==> src/rtl/rv32_memory_pipe_if.sv <==
// Data-memory bus between the RV32 memory stage (master) and a fixed-latency
// synchronous data memory (slave).
interface rv32_memory_pipe_if #(
  parameter int unsigned XLEN = 32
) ();
  logic            mem_en_o;
  logic [3:0]      mem_we_o;
  logic [XLEN-1:0] mem_addr_o;
  logic [XLEN-1:0] mem_wdata_o;
  logic [XLEN-1:0] mem_rdata_i;

  modport master (
    output mem_en_o, mem_we_o, mem_addr_o, mem_wdata_o,
    input  mem_rdata_i
  );

  modport slave (
    input  mem_en_o, mem_we_o, mem_addr_o, mem_wdata_o,
    output mem_rdata_i
  );
endinterface

==> src/rtl/rv32_memory_pipe.sv <==
// RV32 memory stage: store lane steering, MEM_LATENCY+1 deep slot pipeline with
// stall/flush/valid tracking, and load formatting. Option: RV32_MEM_MISALIGN_TRAP_EN.
module rv32_memory_pipe #(
  parameter int unsigned MEM_LATENCY = 1,
  parameter int unsigned XLEN        = 32
) (
  input  logic                clk_i,
  input  logic                rst_n_i,
  input  logic                valid_i,
  input  logic                stall_i,
  input  logic                flush_i,
  input  logic                reg_write_i,
  input  logic                fp_reg_write_i,
  input  logic                mem_write_i,
  input  logic                mem_read_i,
  input  logic [2:0]          result_source_i,
  input  logic [XLEN-1:0]     alu_result_i,
  input  logic [XLEN-1:0]     write_data_i,
  input  logic [XLEN-1:0]     instr_i,
  input  logic [XLEN-1:0]     pc_next_i,
  input  logic [XLEN-1:0]     fpu_result_i,
  rv32_memory_pipe_if.master  mem,
  output logic                valid_o,
  output logic                reg_write_o,
  output logic                fp_reg_write_o,
  output logic [2:0]          result_source_o,
  output logic [XLEN-1:0]     alu_result_o,
  output logic [XLEN-1:0]     read_data_o,
  output logic [XLEN-1:0]     instr_o,
  output logic [XLEN-1:0]     pc_next_o,
  output logic [XLEN-1:0]     fpu_result_o,
  output logic                misalign_o
);

  localparam int unsigned LAST = MEM_LATENCY - 1;

  if (XLEN != 32) begin : g_bad_xlen
    $error("rv32_memory_pipe: only XLEN=32 is supported");
  end
  if (MEM_LATENCY < 1 || MEM_LATENCY > 4) begin : g_bad_latency
    $error("rv32_memory_pipe: MEM_LATENCY must be 1..4");
  end

  typedef struct packed {
    logic            valid;
    logic            reg_write;
    logic            fp_reg_write;
    logic            misalign;
    logic [2:0]      result_source;
    logic [XLEN-1:0] alu_result;
    logic [XLEN-1:0] instr;
    logic [XLEN-1:0] pc_next;
    logic [XLEN-1:0] fpu_result;
  } slot_t;

  logic            live_c;
  logic [2:0]      f3_c;
  logic [1:0]      off_c;
  logic [3:0]      be_c;
  logic [XLEN-1:0] wdata_c;
  logic            mis_c;
  slot_t           in_c;
  slot_t           last_c;
  slot_t           wb_c;
  logic [XLEN-1:0] shifted_c;
  logic [15:0]     half_c;
  logic [XLEN-1:0] load_c;

  slot_t           stage_q [MEM_LATENCY];
  slot_t           wb_q;
  logic [XLEN-1:0] rdata_q;

  assign live_c = valid_i & ~flush_i;
  assign f3_c   = instr_i[14:12];
  assign off_c  = alu_result_i[1:0];

  // Byte-enable mask and lane replication; offsets are naturally aligned here.
  always_comb begin
    be_c    = 4'b0000;
    wdata_c = write_data_i;
    case (f3_c[1:0])
      2'b00: begin
        be_c    = 4'b0001 << off_c;
        wdata_c = {4{write_data_i[7:0]}};
      end
      2'b01: begin
        be_c    = 4'b0011 << {off_c[1], 1'b0};
        wdata_c = {2{write_data_i[15:0]}};
      end
      2'b10:   be_c = 4'b1111;
      default: be_c = 4'b0000;
    endcase
  end

`ifdef RV32_MEM_MISALIGN_TRAP_EN
  assign mis_c = live_c & (mem_read_i | mem_write_i) &
                 ((((f3_c == 3'b001) | (f3_c == 3'b101)) & off_c[0]) |
                  ((f3_c == 3'b010) & (off_c != 2'b00)));
`else
  logic unused_mem_read;
  assign mis_c           = 1'b0;
  assign unused_mem_read = mem_read_i;
`endif

  assign mem.mem_en_o    = rst_n_i & ~stall_i;
  assign mem.mem_addr_o  = alu_result_i;
  assign mem.mem_wdata_o = wdata_c;
  assign mem.mem_we_o    = (rst_n_i & live_c & mem_write_i & ~stall_i & ~mis_c) ? be_c : 4'b0000;

  always_comb begin
    in_c               = '0;
    in_c.valid         = live_c;
    in_c.reg_write     = reg_write_i;
    in_c.fp_reg_write  = fp_reg_write_i;
    in_c.misalign      = mis_c;
    in_c.result_source = result_source_i;
    in_c.alu_result    = alu_result_i;
    in_c.instr         = instr_i;
    in_c.pc_next       = pc_next_i;
    in_c.fpu_result    = fpu_result_i;
  end

  always_ff @(posedge clk_i or negedge rst_n_i) begin
    if (!rst_n_i)      stage_q[0] <= '0;
    else if (!stall_i) stage_q[0] <= in_c;
  end

  for (genvar k = 1; k < MEM_LATENCY; k++) begin : g_stage
    always_ff @(posedge clk_i or negedge rst_n_i) begin
      if (!rst_n_i)      stage_q[k] <= '0;
      else if (!stall_i) stage_q[k] <= stage_q[k-1];
    end
  end

  assign last_c = stage_q[LAST];

  // Load formatting uses funct3/offset of the slot aligned with the read data.
  always_comb begin
    shifted_c = mem.mem_rdata_i >> {last_c.alu_result[1:0], 3'b000};
    half_c    = last_c.alu_result[1] ? mem.mem_rdata_i[31:16] : mem.mem_rdata_i[15:0];
    case (last_c.instr[14:12])
      3'b000:  load_c = {{24{shifted_c[7]}}, shifted_c[7:0]};
      3'b100:  load_c = {24'h000000, shifted_c[7:0]};
      3'b001:  load_c = {{16{half_c[15]}}, half_c};
      3'b101:  load_c = {16'h0000, half_c};
      default: load_c = mem.mem_rdata_i;
    endcase
  end

  always_comb begin
    wb_c              = last_c;
    wb_c.reg_write    = last_c.valid & last_c.reg_write & ~last_c.misalign;
    wb_c.fp_reg_write = last_c.valid & last_c.fp_reg_write & ~last_c.misalign;
    wb_c.misalign     = last_c.valid & last_c.misalign;
  end

  always_ff @(posedge clk_i or negedge rst_n_i) begin
    if (!rst_n_i) begin
      wb_q    <= '0;
      rdata_q <= '0;
    end else if (!stall_i) begin
      wb_q    <= wb_c;
      rdata_q <= load_c;
    end
  end

  assign valid_o         = wb_q.valid;
  assign reg_write_o     = wb_q.reg_write;
  assign fp_reg_write_o  = wb_q.fp_reg_write;
  assign result_source_o = wb_q.result_source;
  assign alu_result_o    = wb_q.alu_result;
  assign instr_o         = wb_q.instr;
  assign pc_next_o       = wb_q.pc_next;
  assign fpu_result_o    = wb_q.fpu_result;
  assign read_data_o     = rdata_q;
  assign misalign_o      = wb_q.misalign;

endmodule

==> src/flat_wrapper.sv <==
// flat-port wrapper written by rule: the top's interface ports become plain ports
module rv32_memory_pipe_flat 
#(
  parameter int unsigned MEM_LATENCY = 1,
  parameter int unsigned XLEN        = 32
)
  (clk_i, rst_n_i, valid_i, stall_i, flush_i, reg_write_i, fp_reg_write_i, mem_write_i, mem_read_i, result_source_i, alu_result_i, write_data_i, instr_i, pc_next_i, fpu_result_i, valid_o, reg_write_o, fp_reg_write_o, result_source_o, alu_result_o, read_data_o, instr_o, pc_next_o, fpu_result_o, misalign_o, mem_mem_en_o, mem_mem_we_o, mem_mem_addr_o, mem_mem_wdata_o, mem_mem_rdata_i);
  rv32_memory_pipe_if #(.XLEN(XLEN)) mem_i ();
  input  logic clk_i;
  input  logic rst_n_i;
  input  logic valid_i;
  input  logic stall_i;
  input  logic flush_i;
  input  logic reg_write_i;
  input  logic fp_reg_write_i;
  input  logic mem_write_i;
  input  logic mem_read_i;
  input  logic [2:0] result_source_i;
  input  logic [XLEN-1:0] alu_result_i;
  input  logic [XLEN-1:0] write_data_i;
  input  logic [XLEN-1:0] instr_i;
  input  logic [XLEN-1:0] pc_next_i;
  input  logic [XLEN-1:0] fpu_result_i;
  output logic valid_o;
  output logic reg_write_o;
  output logic fp_reg_write_o;
  output logic [2:0] result_source_o;
  output logic [XLEN-1:0] alu_result_o;
  output logic [XLEN-1:0] read_data_o;
  output logic [XLEN-1:0] instr_o;
  output logic [XLEN-1:0] pc_next_o;
  output logic [XLEN-1:0] fpu_result_o;
  output logic misalign_o;
  output wire logic [$bits(mem_i.mem_en_o)-1:0] mem_mem_en_o;
  output wire logic [$bits(mem_i.mem_we_o)-1:0] mem_mem_we_o;
  output wire logic [$bits(mem_i.mem_addr_o)-1:0] mem_mem_addr_o;
  output wire logic [$bits(mem_i.mem_wdata_o)-1:0] mem_mem_wdata_o;
  input wire logic [$bits(mem_i.mem_rdata_i)-1:0] mem_mem_rdata_i;
  assign mem_mem_en_o = mem_i.mem_en_o;
  assign mem_mem_we_o = mem_i.mem_we_o;
  assign mem_mem_addr_o = mem_i.mem_addr_o;
  assign mem_mem_wdata_o = mem_i.mem_wdata_o;
  assign mem_i.mem_rdata_i = mem_mem_rdata_i;
  rv32_memory_pipe #(.MEM_LATENCY(MEM_LATENCY), .XLEN(XLEN)) u_core (.clk_i(clk_i), .rst_n_i(rst_n_i), .valid_i(valid_i), .stall_i(stall_i), .flush_i(flush_i), .reg_write_i(reg_write_i), .fp_reg_write_i(fp_reg_write_i), .mem_write_i(mem_write_i), .mem_read_i(mem_read_i), .result_source_i(result_source_i), .alu_result_i(alu_result_i), .write_data_i(write_data_i), .instr_i(instr_i), .pc_next_i(pc_next_i), .fpu_result_i(fpu_result_i), .mem(mem_i), .valid_o(valid_o), .reg_write_o(reg_write_o), .fp_reg_write_o(fp_reg_write_o), .result_source_o(result_source_o), .alu_result_o(alu_result_o), .read_data_o(read_data_o), .instr_o(instr_o), .pc_next_o(pc_next_o), .fpu_result_o(fpu_result_o), .misalign_o(misalign_o));
endmodule
==> config.mk <==
export PLATFORM = sky130hd
export DESIGN_NAME = rv32_memory_pipe_flat
export DESIGN_NICKNAME = d
export VERILOG_FILES = /design/src/rtl/rv32_memory_pipe_if.sv /design/src/rtl/rv32_memory_pipe.sv /design/src/flat_wrapper.sv
export SDC_FILE = /design/constraint.sdc
export NUM_CORES = 1
export LEC_CHECK = 0
export CORE_MARGIN = 2
export CORE_UTILIZATION = 32
export CTS_BUF_LIST = sky130_fd_sc_hd__clkbuf_4 sky130_fd_sc_hd__clkbuf_8
export DETAILED_ROUTE_END_ITERATION = 10
export GPL_ROUTABILITY_DRIVEN = 0
export PLACE_DENSITY = 0.59
export SYNTH_ARGS = -nofsm -noshare
export SYNTH_HDL_FRONTEND = slang
export SYNTH_SLANG_ARGS = --single-unit
export TNS_END_PERCENT = 1
==> constraint.sdc <==
create_clock -name clk_i -period 1.3 [get_ports clk_i]
set_input_delay 0.26 -clock clk_i [delete_from_list [all_inputs] [get_ports clk_i]]
set_output_delay 0.26 -clock clk_i [all_outputs]
set_load 0.03 [all_outputs]
==> metrics.txt <==
# TYPE chip_impl_metric gauge
chip_impl_info{name="rsz0062_at_grt",value="true"} 1
chip_impl_metric{name="crit_path_max_fanout",unit=""} 16
chip_impl_metric{name="vdd_ir_drop_max",unit="uV"} 643.0
chip_impl_metric{name="register_area",unit="um2"} 7512
chip_impl_metric{name="ys_seq_area_share",unit="%"} 60.26
chip_impl_metric{name="dpl_worst_slack",unit="ns"} -0.9645
chip_impl_metric{name="globalRoute.totalOverflow",unit=""} 0
chip_impl_info{name="cp_cell_sequence",value="mux2_4, a22oi_4, nand2_4, and2_1"} 1
chip_impl_metric{name="yosys.area_share.simple",unit="%"} 3.595
chip_impl_metric{name="fin_hold_ws",unit="ns"} 0.06115
chip_impl_metric{name="clockPowerShare",unit="%"} 30.4
chip_impl_metric{name="report.final.hold_viol_count",unit=""} 0
chip_impl_info{name="violations",value="setup timing"} 1
chip_impl_metric{name="mappedNetlistArea",unit="um2"} 12460
chip_impl_metric{name="grt_first_pass_wirelength",unit="um"} 54740
chip_impl_metric{name="timing.final.crit_period",unit="ns"} 1.483
chip_impl_info{name="hold_path.class",value="in -> reg"} 1
chip_impl_metric{name="area_of_the_multi_input_gates",unit="um2"} 4558
chip_impl_metric{name="maxCapViolations",unit=""} 0
chip_impl_metric{name="dieArea",unit="um2"} 40530
chip_impl_metric{name="internal_power_component",unit="mW"} 19.63
chip_impl_metric{name="track_usage",unit="%"} 17.45
chip_impl_metric{name="max_stage_delay",unit="ns"} 0.47
chip_impl_info{name="dominant_combinational_cell_family_by_area_after_synthesis",value="multiplexers"} 1
chip_impl_metric{name="post_drt_via_cell_ratio",unit=""} 4.558
chip_impl_info{name="ys_top_cells_by_count",value="300 x sky130_fd_sc_hd__dfrtp_1, 280 x sky130_fd_sc_hd__mux2_2, 49 x sky130_fd_sc_hd__nand2_1"} 1
chip_impl_metric{name="synth_top_area_share",unit="%"} 60.26
chip_impl_metric{name="final.fill_count",unit=""} 3437
chip_impl_metric{name="pwr-share-seq",unit="%"} 41.1
chip_impl_metric{name="firstDrtPassIters",unit=""} 4
chip_impl_metric{name="rows",unit=""} 72
chip_impl_metric{name="synth-adder-area-share",unit="%"} 0
chip_impl_metric{name="drive_above_1_share",unit="%"} 52.07
chip_impl_metric{name="detailed_place_hpwl",unit="um"} 26570
chip_impl_metric{name="cp_data_required_time",unit="ns"} 1.78
chip_impl_info{name="cts.root.buffer_cell",value="sky130_fd_sc_hd__clkbuf_8"} 1
chip_impl_metric{name="insertion_delay",unit="ns"} 0.61
chip_impl_metric{name="design.portCount",unit=""} 440
chip_impl_metric{name="remaining_drc_errors",unit=""} 0
chip_impl_metric{name="yosys-mux-area-fraction",unit="%"} 26.15
chip_impl_metric{name="pin_count_of_the_biggest_net_entering_global_routing",unit=""} 62
chip_impl_info{name="critical_path.startpoint_type",value="flip-flop"} 1
chip_impl_info{name="timing.setup.critical_path_class",value="reg -> reg"} 1
chip_impl_metric{name="first_iter_violations",unit=""} 338
chip_impl_metric{name="routed_length_per_placed_instance",unit="um"} 18.35
chip_impl_metric{name="antenna_violating_nets_post_route",unit=""} 0
chip_impl_metric{name="layout_worst_path_cycle_share",unit="%"} 114.1
chip_impl_metric{name="netlist_instances",unit=""} 892
chip_impl_metric{name="report.final.slew_viol_count",unit=""} 0
chip_impl_metric{name="core",unit="um2"} 38560
chip_impl_metric{name="edff_count_synth",unit=""} 0
chip_impl_metric{name="grt_pass1_vias",unit=""} 9473
chip_impl_metric{name="htree_num_levels",unit=""} 2
chip_impl_info{name="synth_top_area_cell",value="sky130_fd_sc_hd__dfrtp_1"} 1
chip_impl_metric{name="synth-compound-area-share",unit="%"} 5.032
chip_impl_metric{name="die_w",unit="um"} 201.3
chip_impl_info{name="synth_area_leaders",value="sky130_fd_sc_hd__dfrtp_1 60%, sky130_fd_sc_hd__mux2_2 25%, sky130_fd_sc_hd__buf_4 2.5%"} 1
chip_impl_metric{name="synth.lib_cells_used.distinct",unit=""} 42
chip_impl_metric{name="power-per-cell-area",unit="nW/um2"} 1403
chip_impl_metric{name="layout_setup_ws",unit="ns"} -0.1830
chip_impl_info{name="tritoncts",value="built"} 1
chip_impl_metric{name="via_count",unit=""} 8752
chip_impl_info{name="synth_ff_type",value="sky130_fd_sc_hd__dfrtp_1"} 1
chip_impl_metric{name="timing.fmax",unit="GHz"} 0.6743
chip_impl_metric{name="area_share_of_xor_xnor_cells_in_the_synthesized_design",unit="%"} 0
chip_impl_metric{name="finalNetCount",unit=""} 1578
chip_impl_metric{name="totalWireLength",unit="um"} 35240
chip_impl_metric{name="mappedNetlistNets",unit=""} 1096
chip_impl_metric{name="syn_to_final_growth",unit="%"} 59.21
chip_impl_metric{name="synth_area_per_cell",unit="um2"} 13.97
chip_impl_metric{name="numCtsBuffers",unit=""} 52
chip_impl_metric{name="die_height",unit="um"} 201.3
chip_impl_metric{name="asyncSetResetFlopFracSynth",unit="%"} 100.0
chip_impl_metric{name="total_leakage_power",unit="nW"} 8.756
chip_impl_metric{name="power_frac_comb",unit="%"} 28.5
chip_impl_metric{name="ys_seq_elements",unit=""} 300
chip_impl_metric{name="skew",unit="ns"} 0.02475
chip_impl_info{name="outcome",value="finished with violations"} 1
chip_impl_info{name="synth.most_common_cell",value="sky130_fd_sc_hd__dfrtp_1"} 1
chip_impl_metric{name="floorplan.initialDensity",unit="%"} 32.31
chip_impl_metric{name="finalCoreUtilization",unit="%"} 51.44
chip_impl_info{name="setup.worst_path.end_class",value="flip-flop"} 1
chip_impl_metric{name="cp_data_arrival_time",unit="ns"} 1.96
chip_impl_metric{name="cts.reportedPaths.clkPinSlew",unit="ns"} 0.06
chip_impl_metric{name="power.switching",unit="mW"} 8.194
chip_impl_metric{name="power.switching_fraction",unit="%"} 29.45
chip_impl_metric{name="clk_path_buf_depth",unit=""} 3
chip_impl_metric{name="setup-violations-final",unit=""} 214
chip_impl_metric{name="placement.io_buffers",unit=""} 437
chip_impl_info{name="timing.critical_path.slowest_stage_cell",value="sky130_fd_sc_hd__dfrtp_2"} 1
chip_impl_metric{name="tns",unit="ns"} -21.69
chip_impl_metric{name="ys.warnings.count",unit=""} 0
chip_impl_metric{name="ff_to_ff_setup_slack",unit="ns"} -0.18
chip_impl_metric{name="numClockSinks",unit=""} 300
chip_impl_metric{name="initial_antenna_violation_count",unit=""} 0
==> registers in the layout (all words and copies together), names as in the netlist <==
signal                  cells
u_core.pc_next_o           32
u_core.fpu_result_o        32
u_core.last_c             134
u_core.alu_result_o        32
u_core.instr_o             32
u_core.fp_reg_write_o       1
u_core.read_data_o         32
u_core.valid_o              1
u_core.result_source_o      3
u_core.reg_write_o          1
==> kinds of logic (layout without fill, tap and decap cells) <==
group,after synthesis,in the layout
other,1,3
DFF,300,300
and+or+nand+nor,88,88
AOI/OAI and AO/OA,106,106
buffers and inverters,107,615
muxes,290,290
==> worst max-delay path, delay by kind of cell, from the launching register on <==
| family | cells | cell delay (ns) |
|---|---|---|
| flops | 1 | 0.47 |
| compound gates | 1 | 0.23 |
| mux | 1 | 0.33 |
| simple gates | 2 | 0.33 |
==> routing by layer <==
layer | GRT usage, % | share of wire [%] | vias up | wire length (um)
met1 | 20.29 | 38 | 4349 | 13540
met3 | 5.944 | 7.6 | 57 | 2667
li1 | - | - | 4052 | -
met2 | 30.39 | 52 | 294 | 18200
met4 | 5.357 | 2.4 | 0 | 833
met5 | 0 | 0 | - | 0
==> power groups by stage <==
stage / combinational, mW / sequential [mW] / clock [mW]
final: 7.94 / 11.4 / 8.45
after global routing: 8.36 / 11.6 / 9.30
after CTS: 8.02 / 11.4 / 8.84
after detailed placement: 7.74 / 11.5 / 0
after global placement: 7.67 / 11.5 / 0
after floorplan: 2.15 / 12.8 / 0
==> cells in the final DEF, fill, tap and decap left out, types with 17 or more instances in the layout <==
cell type | synthesis | final
sky130_fd_sc_hd__nand2_1 | 49 | 49
sky130_fd_sc_hd__dlygate4sd2_1 | 0 | 23
sky130_fd_sc_hd__buf_4 | 42 | 103
sky130_fd_sc_hd__dfrtp_1 | 300 | 296
sky130_fd_sc_hd__o21ai_0 | 38 | 26
sky130_fd_sc_hd__a21oi_1 | 42 | 36
sky130_fd_sc_hd__buf_6 | 1 | 116
sky130_fd_sc_hd__buf_12 | 0 | 95
sky130_fd_sc_hd__clkdlybuf4s50_1 | 0 | 169
sky130_fd_sc_hd__mux2_2 | 280 | 264
sky130_fd_sc_hd__clkbuf_8 | 0 | 58
sky130_fd_sc_hd__mux2_4 | 1 | 17
==> per-stage QoR <==
| stage | instance area, um2 | cells | power (mW) |
|---|---|---|---|
| after floorplan | 12540 | 892 | 14.91 |
| after global placement | 18260 | 1826 | 19.13 |
| after detailed placement | 18260 | 1826 | 19.26 |
| after CTS | 19730 | 1914 | 28.31 |
| after global routing | 19830 | 1918 | 29.26 |
| final | 19840 | 1920 | 27.82 |
==> what timing repair did <==
action | 4_1_cts | 5_1_grt
pin swaps | 6 | 4
gates cloned | 0 | 1
endpoints found under the hold margin | 300 | 0
resized for setup | 559 | 18
hold buffers | 3 | 0
setup endpoints to repair | 233 | 221
setup buffers | 5 | 3
==> path summary, 6_finish.rpt <==
path | startpoint | endpoint | cells after the start
worst max-delay path | u_core.last_c[96]$_DFFE_PN0N_ | u_core.read_data_o[20]$_DFFE_PN0N_ | 4
worst min-delay path | stall_i | u_core.reg_write_o$_DFFE_PN0N_ | 4
worst max register to register | u_core.last_c[96]$_DFFE_PN0N_ | u_core.read_data_o[20]$_DFFE_PN0N_ | 4
worst min register to register | u_core.last_c[114]$_DFFE_PN0N_ | u_core.alu_result_o[18]$_DFFE_PN0N_ | 1
max in group asynchronous | rst_n_i | u_core.last_c[100]$_DFFE_PN0N_ | 5
min in group asynchronous | rst_n_i | u_core.last_c[56]$_DFFE_PN0N_ | 4
==> layout make-up <==
type	count	area share, %
inverters	14	0.2775
multi-input cells	485	22.98
clock buffers	72	4.554
diodes	2	0.02523
flip-flops and latches	300	37.87
well taps	518	3.268
repair buffers	521	30.55
clock inverters	8	0.4731
Power figures use the tool's default switching activity.
==> edit 1: new RTL, same flow settings <==
Add a define of `RV32_MEM_MISALIGN_TRAP_EN`.
--- a/src/rtl/rv32_memory_pipe.sv
+++ b/src/rtl/rv32_memory_pipe.sv
@@ -1,5 +1,7 @@
 // RV32 memory stage: store lane steering, MEM_LATENCY+1 deep slot pipeline with
 // stall/flush/valid tracking, and load formatting. Option: RV32_MEM_MISALIGN_TRAP_EN.
+`define RV32_MEM_MISALIGN_TRAP_EN
+
 module rv32_memory_pipe #(
   parameter int unsigned MEM_LATENCY = 1,
   parameter int unsigned XLEN        = 32
Formal check against the unedited RTL: not equivalent (a bounded check fails within 4 cycles, from zero or initial values and one cycle with rst_n_i low).
==> edit 1 against the original RTL <==
  * The flow still finishes with violations (setup timing)
  * Worst hold slack gained 0.092 ns
  * Final area is 0.75% lower
  * Wire length fell by 0.13%
  * Worst setup slack got worse by 0.29 ns
  * Synthesized area grew 0.62%
  * Die area up 0.61%
  * Cell count is 1.1% higher
  * Sequential cell count grew 2
  * Combinational power down 8.1%
  * Sequential share of layout area rose by 0.53 points
  * Total power grew 1.2%
  * Fmax down 17%
  * Critical path type is now primary input to primary output
  * Largest cell class unchanged
  * Largest power group unchanged
  * Highest routed layer is now met5
==> edit 1: results (changes against the original RTL) <==
Parameter                              Value

Clocking
  Number of cells upsized or downsized after cts    298 (-47%)
  Level count of the clock H-tree    2 (unchanged)
  Post-CTS Hold Fix Bufs    2 (-1)
  Clock buffer count from CTS    53 (+1.9%)
  Number of buffers added for setup after CTS    1 (-4)

Worst setup path
  Worst reg2reg path startpoint    u_core.last_c[97]
  Setup Crit Path Kind    primary input to primary output
  Capture point of the worst reg-to-reg path    u_core.read_data_o[4]
  Maximum net fanout on the critical path    4 (-12)
  Slowest cell on crit path    a2111o_1
  Delay-heaviest family, CP    simple AND/OR/NAND/NOR gates
  Start point of the critical path    instr_i[14]
  Worst setup path endpoint    mem_mem_we_o[1]
  Delay contributed by the slowest stage of the critical path    0.42 ns (-0.05 ns)
  Arrival @ worst endpoint    1.52 ns (-0.44 ns)
  R2R depth    5 (+1)

Global routing
  Global-route usage over all layers    0.1737 (-0.0007995)
  Vias in the first global route    9,918 (+4.7%)
  Fraction of met3 tracks used by global routing    0.06482 (+0.005375)
  Initial antenna violation count    5 (+5)
  GR Util met1    0.1988 (-0.004056)
  Global-route wire length before repair    55,230 um (+0.88%)
  Maximum number of pins on one net before global-route repair    148 (+140%)
  Global-route track usage on met2    0.2961 (-0.007734)

Status
  Outcome    complete, but fails checks
  Violated checks    setup timing

STA
  Post-route clock skew    0.02457 ns (-0.0001842 ns)
  Total negative slack for setup checks    -34.55 ns (-12.86 ns)
  Count of final setup violators    223 (+4.2%)
  Smallest setup slack after layout    -0.4770 ns (-0.2940 ns)

Route
  Initial DRC count    267 (-21%)
  Routed length on met2    17,380 um (-4.5%)
  M1 WL    13,650 um (+0.82%)
  Met3 WL post-DR    3172 um (+19%)
  Wirelength, routed    35,190 um (-0.13%)
  1st-pass router iterations    4 (unchanged)
  Highest signal layer in the routed design    met5
  Mean number of vias per cell    4.632 (+1.6%)

Placed design
  Port bufs    439 (+0.46%)
  Post-DP HPWL    25,830 um (-2.8%)
  Cell area after placement    17,990 sq um (-1.5%)

Final layout
  Fraction of final layout cells sized beyond drive strength 1    0.3223 (-0.1984)
  Number of flip-flops under the largest register name    135 (+0.75%)
  Fill cell count    3,335 (-3.0%)
  Final net count    1,583 (+0.32%)

Hold path
  Worst Hold Path Cells    5 (+1)
  Hold worst-path end    u_core.last_c[76]
  Type of the most critical hold path    primary input to flip-flop
  Startpoint of the lowest-slack hold path    instr_i[12]

Synthesis
  Synth Net Count    1,102 (+0.55%)
  Synth cell count leaders    302 x dfrtp_1, 259 x mux2_1, 47 x nand2_1, 40 x buf_4, 35 x buf_2
  Biggest area contributors in the synthesized netlist    dfrtp_1 60%, mux2_1 23%, buf_4 2.4%
  Register area share after synthesis    0.6029 (about the same)

Power and ir drop
  VDD IR-drop max    0.0008494 V (+32%)
  Leakage power summed over all cells    0.008631 uW (-1.4%)
[edit 1: kinds of logic after synthesis]
kind of cell / Yosys count / synth area share
buffers and inverters: 102 / 0.04611
DFF: 302 / 0.6029
muxes: 293 / 0.2614
and+or+nand+nor: 83 / 0.03264
AOI/OAI and AO/OA: 118 / 0.05699
[edit 1: power by group]
group	total, uW	internal, uW	switching (uW)
logic	7300	3670	3620
registers	11500	10600	850
clock network	9390	5450	3940
[edit 1: stage by stage]
step	std cells	hold WS [ns]	utilization	worst slack, ns
after floorplan	898	-0.03559	-	-0.3385
after global placement	1837	0.2719	0.4654	-1.309
after detailed placement	1837	0.2704	0.4654	-1.307
after CTS	1937	0.08842	0.5062	-0.5143
after global routing	1941	0.1272	0.5094	-0.5048
final	1941	0.1528	0.5094	-0.4770
[edit 1: area by class of cell]
class	count	share of cell area
clock buffer	89	0.05714
clock inverter	8	0.002542
antenna	2	0.0002542
sequential	302	0.3841
inverter	10	0.001907
timing repair buffer	518	0.2933
multi-input combinational	494	0.2279
tap	518	0.03292
==> edit 2: new RTL, same flow settings <==
Made on the original files. Remove the case item `2'b01` of the case on `f3_c[1:0]`.
--- a/src/rtl/rv32_memory_pipe.sv
+++ b/src/rtl/rv32_memory_pipe.sv
@@ -82,10 +82,6 @@
       2'b00: begin
         be_c    = 4'b0001 << off_c;
         wdata_c = {4{write_data_i[7:0]}};
-      end
-      2'b01: begin
-        be_c    = 4'b0011 << {off_c[1], 1'b0};
-        wdata_c = {2{write_data_i[15:0]}};
       end
       2'b10:   be_c = 4'b1111;
       default: be_c = 4'b0000;
Check against the original RTL: not equivalent (Yosys sat finds a counterexample within 4 cycles, from zero or initial values and one cycle with rst_n_i low).
==> edit 2 against the original RTL <==
  * The flow still finishes with violations (setup timing)
  * Sequential share of layout area grew 0.94 points
  * Critical endpoint is now u_core.read_data_o[31]
  * Worst hold slack gained 0.032 ns
  * Final area shrank 2.5%
  * Wire length shrank 6.6%
  * Largest power group unchanged
  * Total power shrank 0.21%
  * Worst setup slack lost 0.21 ns
  * Synthesized area shrank 1.7%
  * Sequential cell count is the same
==> edit 2: results (changes against the original RTL) <==
Parameter                              Value

STA
  Count of final setup violators    226 (+5.6%)
  Post-route clock skew    0.02333 ns (-0.001417 ns)
  Hold slack    0.09354 ns (+0.03238 ns)
  Total negative slack for setup checks    -37.13 ns (-15.44 ns)
  Smallest setup slack after layout    -0.3889 ns (-0.2059 ns)

Global routing
  Global-route wire length before repair    50,550 um (-7.7%)
  Vias in the first global route    9,202 (-2.9%)
  Global-route track usage on met2    0.2638 (-0.04012)
  Maximum number of pins on one net before global-route repair    110 (+77%)
  Fraction of met3 tracks used by global routing    0.06430 (+0.004861)
  Global-route usage over all layers    0.1636 (-0.01097)
  Initial antenna violation count    1 (+1)
  GR Util met1    0.2044 (+0.001508)

Synthesis
  Synth cell count leaders    300 x dfrtp_1, 267 x mux2_2, 93 x nand2_1, 41 x buf_4, 36 x a21oi_1
  Distinct cells, synth    37 (-12%)
  Register area share after synthesis    0.6132 (+0.01059)
  Instance count of the mapped netlist    891 (-0.11%)

Final layout
  Total of clock buffers placed in the layout    85 (+18%)
  Multi-input combinational gate total    490 (+1.0%)
  Proportion of cell area spent on the clock network    0.05743 (+0.007153)
  Area of the multi-input gates    4275 sq um (-6.2%)
  Final net count    1,581 (+0.19%)
  Total inserted antenna cells    1 (-1)
  Fill cell count    3,282 (-4.5%)
  Non-clock inverter count    12 (-2)
  Proportion of final cell area spent on non-clock buffers    0.2979 (-0.007557)
  Layout overhead on the synthesized area    58.03%
  Fraction of final layout cells sized beyond drive strength 1    0.4968 (-0.02389)
  Bufs w/o clock    523 (+0.38%)

Placed design
  Post-DP HPWL    24,560 um (-7.6%)
  Post-placement setup slack    -0.6967 ns (+0.2678 ns)
  Cell area after placement    17,800 sq um (-2.5%)
  Total placed cells including tap cells    1,832 (+0.33%)

Worst setup path
  Delay contributed by the slowest stage of the critical path    0.53 ns (+0.06 ns)
  Slowest cell on crit path    mux4_2
  Worst reg-to-reg setup slack    -0.39 ns (-0.21 ns)
  Capture point of the worst reg-to-reg path    u_core.read_data_o[31]
  Worst reg2reg path startpoint    u_core.last_c[97]

Power and ir drop
  VDD IR-drop max    0.0009459 V (+47%)
  Leakage power summed over all cells    0.008579 uW (-2.0%)

Clocking
  Clock buffer count from CTS    50 (-3.8%)

Hold path
  Hold worst-path end    u_core.last_c[96]

Route
  Mean number of vias per cell    4.488 (-1.5%)
  Initial DRC count    264 (-22%)
  M1 WL    13,610 um (+0.52%)
  Routed length on met2    15,830 um (-13%)

Status
  Violated checks    setup timing
  Outcome    complete, but fails checks
-- edit 2: changes by cell type in the layout (fill, tap and decap cells not counted), moves of 12 or more --
cell | unedited run | this run
buf_4 | 103 | 133
nand2_1 | 49 | 93
o21ai_1 | 14 | 2
dlygate4sd2_1 | 23 | 4
buf_12 | 95 | 72
o21ai_0 | 26 | 7
clkdlybuf4s15_2 | 0 | 36
nor2b_1 | 1 | 20
clkdlybuf4s50_1 | 169 | 191
mux2_4 | 17 | 0
buf_6 | 116 | 77
-- edit 2: repair_timing --
item | in CTS | in global routing
endpoints found under the setup margin | 227 | 228
pin swaps | 5 | 1
hold endpoints to repair | 302 | 0
cloned | 1 | 0
setup buffers | 0 | 0
gates resized for setup | 221 | 9
hold buffers | 3 | 0
-- edit 2: how the worst max path moves through the flow --
stage / endpoint / slack (ns) / startpoint
3_5_place_dp: u_core.read_data_o[31] / -0.70 / mem_mem_rdata_i[31]
5_1_grt: u_core.read_data_o[31] / -0.45 / u_core.last_c[97]
3_3_place_gp: u_core.read_data_o[31] / -0.67 / mem_mem_rdata_i[31]
4_1_cts: u_core.read_data_o[31] / -0.40 / u_core.last_c[97]
6_report: u_core.read_data_o[31] / -0.39 / u_core.last_c[97]
2_1_floorplan: u_core.read_data_o[21] / -0.42 / u_core.last_c[97]
-- edit 2: power groups by stage --
stage	clock network [uW]	registers, uW	logic (uW)
5_1_grt	9790	11500	7870
3_3_place_gp	0	11400	7260
3_5_place_dp	0	11500	7310
6_report	8960	11400	7430
2_1_floorplan	0	12800	2030
4_1_cts	9330	11400	7510
-- edit 2: cell families (layout without fill, tap and decap cells) --
group	count (synthesis)	in the layout	synth area share
buf+inv	102	625	0.04701
compound gates	68	68	0.03403
simple gates	148	149	0.05478
flops	300	300	0.6132
other cells	1	2	0.0003063
mux	272	272	0.2507
